===== src/rtl/pipe_pkg.sv =====
// rtl/pipe_pkg.sv - shared types and constants for the pipeline sequencer
//
// Holds the sequencer state enum, default MDU latencies, the per-stage
// enable/flush struct and the helper that applies hazard/branch priority.

package pipe_pkg;

    localparam int MUL_CYCLES_DEF = 4;
    localparam int DIV_CYCLES_DEF = 32;
    localparam int CNT_W_DEF      = 6;

    typedef enum logic [1:0] {
        RUN     = 2'd0,
        MD_WAIT = 2'd1,
        MD_DONE = 2'd2
    } pipe_state_t;

    typedef struct packed {
        logic pc_en;
        logic if_id_en;
        logic if_id_flush;
        logic id_exe_en;
        logic id_exe_flush;
        logic exe_mem_flush;
    } stage_ctrl_t;

    // Front end frozen, EXE/MEM fed bubbles while the MDU owns EXE.
    localparam stage_ctrl_t CTRL_MD_HOLD = '{
        pc_en: 1'b0, if_id_en: 1'b0, if_id_flush: 1'b0,
        id_exe_en: 1'b0, id_exe_flush: 1'b0, exe_mem_flush: 1'b1
    };

    // Hazard beats branch: the ID instruction is held and its branch is
    // re-evaluated next cycle, so a taken branch must not flush IF/ID now.
    function automatic stage_ctrl_t ctrl_service(input logic hazard, input logic branch);
        stage_ctrl_t c;
        c = '{
            pc_en: 1'b1, if_id_en: 1'b1, if_id_flush: 1'b0,
            id_exe_en: 1'b1, id_exe_flush: 1'b0, exe_mem_flush: 1'b0
        };
        if (hazard) begin
            c.pc_en        = 1'b0;
            c.if_id_en     = 1'b0;
            c.id_exe_flush = 1'b1;
        end else if (branch) begin
            c.if_id_flush  = 1'b1;
        end
        return c;
    endfunction

endpackage


===== src/rtl/md_latency_cnt.sv =====
// rtl/md_latency_cnt.sv - loadable down-counter with zero detect for MDU latency
//
// Ports:
//   clk, rst   : clock, asynchronous active-high reset (count cleared to 0)
//   load       : load load_val (has priority over dec)
//   load_val   : value to load
//   dec        : decrement by one; ignored at zero so the count never wraps
//   zero       : count is zero

module md_latency_cnt #(
    parameter int CNT_W = 6
) (
    input  logic             clk,
    input  logic             rst,
    input  logic             load,
    input  logic [CNT_W-1:0] load_val,
    input  logic             dec,
    output logic             zero
);

    logic [CNT_W-1:0] cnt;

    always_ff @(posedge clk or posedge rst) begin
        if (rst) begin
            cnt <= '0;
        end else if (load) begin
            cnt <= load_val;
        end else if (dec && (cnt != '0)) begin
            cnt <= cnt - 1'b1;
        end
    end

    assign zero = (cnt == '0);

endmodule


===== src/rtl/pipe_ctrl.sv =====
// rtl/pipe_ctrl.sv - 5-stage pipeline sequencer: stalls, flushes, MDU hold
//
// Optional build macro: PIPE_CTRL_PERF_EN (adds 32-bit saturating perf counters).
//
// Ports:
//   clk, rst       : clock, asynchronous active-high reset
//   hazard_stall   : data-hazard stall request for the ID instruction
//   branch_taken   : jump/branch resolved taken in ID
//   md_req         : EXE instruction is a mult/div
//   md_is_div      : qualifies md_req (1 = divide)
//   pc_en, if_id_en, id_exe_en            : stage register enables
//   if_id_flush, id_exe_flush, exe_mem_flush : stage bubble loads
//   md_busy        : MDU operation in progress
//   md_done        : one-cycle pulse on the MDU completion cycle
//   perf_haz_cnt, perf_md_cnt, perf_flush_cnt : (PIPE_CTRL_PERF_EN only)

module pipe_ctrl
    import pipe_pkg::*;
#(
    parameter int MUL_CYCLES = MUL_CYCLES_DEF,
    parameter int DIV_CYCLES = DIV_CYCLES_DEF,
    parameter int CNT_W      = CNT_W_DEF
) (
    input  logic        clk,
    input  logic        rst,
    input  logic        hazard_stall,
    input  logic        branch_taken,
    input  logic        md_req,
    input  logic        md_is_div,
    output logic        pc_en,
    output logic        if_id_en,
    output logic        if_id_flush,
    output logic        id_exe_en,
    output logic        id_exe_flush,
    output logic        exe_mem_flush,
    output logic        md_busy,
    output logic        md_done
`ifdef PIPE_CTRL_PERF_EN
    ,
    output logic [31:0] perf_haz_cnt,
    output logic [31:0] perf_md_cnt,
    output logic [31:0] perf_flush_cnt
`endif
);

    // The request cycle (RUN) is the first flushed cycle, and MD_WAIT runs
    // from the loaded value down to 0 inclusive, hence the -2.
    localparam logic [CNT_W-1:0] MUL_LOAD = CNT_W'(MUL_CYCLES - 2);
    localparam logic [CNT_W-1:0] DIV_LOAD = CNT_W'(DIV_CYCLES - 2);

    pipe_state_t state, state_next;
    stage_ctrl_t ctrl;
    logic        busy_c;
    logic        done_c;
    logic        cnt_load;
    logic        cnt_dec;
    logic        cnt_zero;

    md_latency_cnt #(.CNT_W(CNT_W)) u_md_cnt (
        .clk      (clk),
        .rst      (rst),
        .load     (cnt_load),
        .load_val (md_is_div ? DIV_LOAD : MUL_LOAD),
        .dec      (cnt_dec),
        .zero     (cnt_zero)
    );

    always_ff @(posedge clk or posedge rst) begin
        if (rst) begin
            state <= RUN;
        end else begin
            state <= state_next;
        end
    end

    always_comb begin
        state_next = state;
        ctrl       = ctrl_service(hazard_stall, branch_taken);
        busy_c     = 1'b0;
        done_c     = 1'b0;
        cnt_load   = 1'b0;
        cnt_dec    = 1'b0;
        case (state)
            RUN: begin
                if (md_req) begin
                    ctrl       = CTRL_MD_HOLD;
                    busy_c     = 1'b1;
                    cnt_load   = 1'b1;
                    state_next = MD_WAIT;
                end
            end
            MD_WAIT: begin
                ctrl   = CTRL_MD_HOLD;
                busy_c = 1'b1;
                if (cnt_zero) begin
                    state_next = MD_DONE;
                end else begin
                    cnt_dec = 1'b1;
                end
            end
            MD_DONE: begin
                // md_req still describes the completing instruction here.
                done_c     = 1'b1;
                state_next = RUN;
            end
            default: begin
                state_next = RUN;
            end
        endcase
    end

    // Outputs are forced low for the whole time rst is high.
    assign pc_en         = ctrl.pc_en         & ~rst;
    assign if_id_en      = ctrl.if_id_en      & ~rst;
    assign if_id_flush   = ctrl.if_id_flush   & ~rst;
    assign id_exe_en     = ctrl.id_exe_en     & ~rst;
    assign id_exe_flush  = ctrl.id_exe_flush  & ~rst;
    assign exe_mem_flush = ctrl.exe_mem_flush & ~rst;
    assign md_busy       = busy_c             & ~rst;
    assign md_done       = done_c             & ~rst;

`ifdef PIPE_CTRL_PERF_EN
    // id_exe_flush is only ever driven by an applied hazard stall, so it
    // doubles as the "stall took effect" qualifier.
    always_ff @(posedge clk or posedge rst) begin
        if (rst) begin
            perf_haz_cnt   <= '0;
            perf_md_cnt    <= '0;
            perf_flush_cnt <= '0;
        end else begin
            if (id_exe_flush && (perf_haz_cnt != '1)) begin
                perf_haz_cnt <= perf_haz_cnt + 32'd1;
            end
            if (md_busy && (perf_md_cnt != '1)) begin
                perf_md_cnt <= perf_md_cnt + 32'd1;
            end
            if (if_id_flush && (perf_flush_cnt != '1)) begin
                perf_flush_cnt <= perf_flush_cnt + 32'd1;
            end
        end
    end
`endif

endmodule


===== config.mk =====
export PLATFORM = sky130hd
export DESIGN_NAME = pipe_ctrl
export DESIGN_NICKNAME = d
export VERILOG_FILES = /design/src/rtl/pipe_pkg.sv /design/src/rtl/md_latency_cnt.sv /design/src/rtl/pipe_ctrl.sv
export SDC_FILE = /design/constraint.sdc
export NUM_CORES = 1
export LEC_CHECK = 0
export CAP_MARGIN = 40
export CORE_UTILIZATION = 41
export CTS_CLUSTER_SIZE = 12
export DETAILED_ROUTE_END_ITERATION = 12
export PLACE_DENSITY = 0.69
export SETUP_SLACK_MARGIN = 0.15
export SYNTH_ARGS = -nofsm -noshare
export SYNTH_HDL_FRONTEND = slang
export SYNTH_SLANG_ARGS = --single-unit

===== constraint.sdc =====
create_clock -name clk -period 1.5 [get_ports clk]
set_input_delay 0.3 -clock clk [delete_from_list [all_inputs] [get_ports clk]]
set_output_delay 0.3 -clock clk [all_outputs]
set_load 0.03 [all_outputs]

==> flow_summary_export.csv <==
group,metric,value,unit
floorplanning,fp.dieArea,1474,um^2
critical_path,startpoint_type,"flop",
critical_path,cp_slowest_cell,"dfrtp_1",
sta,worst_pin_slew,373.0,ps
finish,final_cells,115,
critical_path,crit_family,"flip-flops",
hold_path,min_path_type,"input port to asynchronous set/reset pin",
floorplanning,coreArea,1171,um^2
run_status,outcome,"finished, violations left",
sta,clock.fmax,604.2,MHz
finish,seq_area,200.2,um^2
sta,slew_violations,0,
place,dp_hpwl,1159,um
floorplanning,num_rows,12,
sta,timing.final.crit_share,110.3,%
place,place_ws,-250.6,ps
clocking,cts.root.buffer_cell,"clkbuf_4",
critical_path,crit_required,1200,ps
critical_path,cp_num_buf_inv,2,
logic_synthesis,muxShareOfSynthArea,1.843,%
detailed_routing,ant_nets,0,
logic_synthesis,synth_nets,72,
place,dpl_cell_area,792.0,um^2
critical_path,r2r_slack,-90,ps
clocking,clock_latency,270,ps
sta,hold_violations,0,
logic_synthesis,synth-simple-area-share,27.65,%
logic_synthesis,seq_area_frac_synth,36.87,%
finish,design_area,1040,um^2
logic_synthesis,ys_seq_elements,8,
sta,setup_viol,8,
clocking,cts_buffers,3,
logic_synthesis,ys_types,32,
critical_path,critPathMostFrequentCell,"buf_6",
logic_synthesis,synth.avg_cell_area,8.485,um^2
logic_synthesis,synth_fa_ha_area_share,4.608,%
logic_synthesis,synth.area.top_cells,"dfrtp_1 37%, inv_1 4.8%, ha_1 4.6%",
logic_synthesis,synth_top_family_by_area,"simple AND/OR/NAND/NOR gates",
detailed_routing,firstDrtPassIters,5,
detailed_routing,drt_iter0_markers,14,
clocking,holdBufCountCts,0,
logic_synthesis,synthCells,64,
logic_synthesis,yosysTopAreaCellShare,36.87,%
run_status,violations,"setup timing",
finish,antennaDiodeCount,0,
detailed_routing,num_vias,663,
sta,holdWs,284.5,ps
detailed_routing,wl_per_cell,18.63,um
critical_path,r2r-start,"u_md_cnt.cnt[0]",
logic_synthesis,synth_ff_type,"dfrtp_1",
critical_path,r2r_end,"u_md_cnt.cnt[4]",
detailed_routing,wirelength,2143,um
global_route,grt_max_degree,9,
pwr,power,2.205,mW
clocking,cts_tree,"yes",
pwr,peakVddDrop,0.001638,V
finish,multi_input_area,425.4,um^2
logic_synthesis,synth_compound_area_share,19.82,%
sta,rsz0062_at_grt,"yes",
place,gp_congestion,0.7726,
critical_path,path_cells,"buf_6 -> o21bai_4 -> and3_4 -> buf_6",
logic_synthesis,netlist_area,543.0,um^2
finish,nFillCells,50,
critical_path,cp.depth,4,
clocking,clk_pin_slew,60,ps
critical_path,end_kind,"primary output",
global_route,antenna_found_initial,0,
logic_synthesis,async_flop_share,100.0,%
critical_path,crit_path_max_fanout,5,
pwr,power_density,2121,nW/um^2
critical_path,path_class,"flop to primary output",
floorplanning,start_util,46.37,%
detailed_routing,viasPerCell,5.765,
detailed_routing,drc_errors,0,
critical_path,arrival,1360,ps
logic_synthesis,synth_warnings,0,
floorplanning,pin_count,14,
global_route,grt_pass1_vias,638,
job,cap_violations,0,
place,port_buffers,13,
logic_synthesis,synth-xor-area-share,0,%
clocking,cts_sinks,8,
sta,skew,5.643,ps
global_route,grt_pass1_wl,2932,um
sta,fin_crit,1655,ps
finish,area_delta_synth_final,91.48,%
floorplanning,dieWidth,38.39,um
logic_synthesis,synth_edf_count,0,
clocking,htreeDepth,1,
finish,finalNetCount,111,
pwr,power.leakage,0.4759,nW
sta,maxSlewHeadroom,74.94,%
global_route,grt-ovfl-total,0,
critical_path,rr_worst_depth,5,
finish,drive_above_1_share,55.45,%
place,dp.cells,101,
floorplanning,die_y,38.39,um
critical_path,slowest_delay,410,ps
clocking,cts_buffer_depth,2,
global_route,grt_use_total,30.73,%
sta,setup_ws,-155.0,ps
logic_synthesis,synth.largest_area_cell,"dfrtp_1",
-- stage by stage --
stage                     setup TNS [ps]  util (%)
after floorplan                   -51.28         -
after global placement             -1464     67.63
after detailed placement           -1614     67.63
after CTS                         -813.5     81.30
after global routing               -1239     88.78
final                             -905.3     88.78
-- synth_stat cells, drive strengths merged (2+ instances only) --
| library cell | count |
|---|---|
| ha | 2 |
| o21bai | 2 |
| nand2 | 4 |
| buf | 3 |
| a31oi | 2 |
| o21ai | 3 |
| dfrtp | 8 |
| or2 | 2 |
| and3 | 2 |
| a21oi | 3 |
| inv | 7 |
| nor3 | 3 |
| nor2 | 6 |
-- report_power, final --
| part | switching, mW | leakage [nW] | internal [mW] |
|---|---|---|---|
| sequential | 0.104 | 0.0967 | 0.321 |
| combinational | 0.775 | 0.365 | 0.830 |
| clock | 0.0839 | 0.0138 | 0.0922 |
| total | 0.962 | 0.476 | 1.24 |
-- layout make-up --
type	instances	area share, %
clock buffer	3	2.166
inverter	8	2.888
multi-input combinational	45	40.91
sequential	8	19.25
tap	14	1.685
timing repair buffer	37	33.09
-- tightest hold or removal path: stages --
cell and delay (ps):
dlygate4sd2_1 280, inv_1 120, buf_4 200
-- layout by cell type (no fill, tap or decap), types with 2 or more instances in the layout --
cell | netlist | routed
buf_4 | 2 | 17
buf_6 | 0 | 15
dfrtp_1 | 8 | 8
nor2_1 | 6 | 4
nand2_1 | 4 | 4
inv_1 | 7 | 4
inv_2 | 0 | 3
clkbuf_4 | 0 | 3
clkdlybuf4s50_1 | 0 | 3
o21bai_4 | 0 | 2
a21oi_1 | 3 | 2
o21ai_1 | 0 | 2
and3_4 | 0 | 2
nor2_4 | 0 | 2
nor3_1 | 3 | 2
a31oi_1 | 2 | 2
ha_4 | 0 | 2
dlygate4sd2_1 | 0 | 2
-- state kept, by name, summed over array words and instances, names as in the netlist --
name          cells
state             2
u_md_cnt.cnt      6
-- how the worst max path moves through the flow --
stage / end / slack (ps) / from
2_1_floorplan: if_id_flush / -50 / state[0]
3_3_place_gp: if_id_flush / -230 / md_req
3_5_place_dp: if_id_flush / -250 / md_req
4_1_cts: if_id_flush / -120 / state[0]
5_1_grt: id_exe_flush / -190 / state[0]
6_report: id_exe_flush / -160 / state[0]
-- layer usage --
metal	GRT usage, %	wire length, um	vias up
li1	-	-	302
met4	19.83	73	0
met2	51.69	1085	30
met1	34.42	863	323
met3	6.977	120	8
met5	0	0	-
-- logic make-up (layout without fill, tap and decap cells) --
group | after synthesis | after routing
muxes | 1 | 1
AOI/OAI and AO/OA | 16 | 16
and+or+nand+nor | 26 | 26
buffers and inverters | 11 | 48
DFF | 8 | 8
adders and majority gates | 2 | 2
-- what timing repair did --
action                                  4_1_cts  5_1_grt
endpoints found under the hold margin         0        0
setup buffers                                 7        4
endpoints found under the setup margin       13       13
gates resized for setup                      20       17
pin swaps                                    10        7
gates cloned                                  0        0
Power figures use the tool's default switching activity.
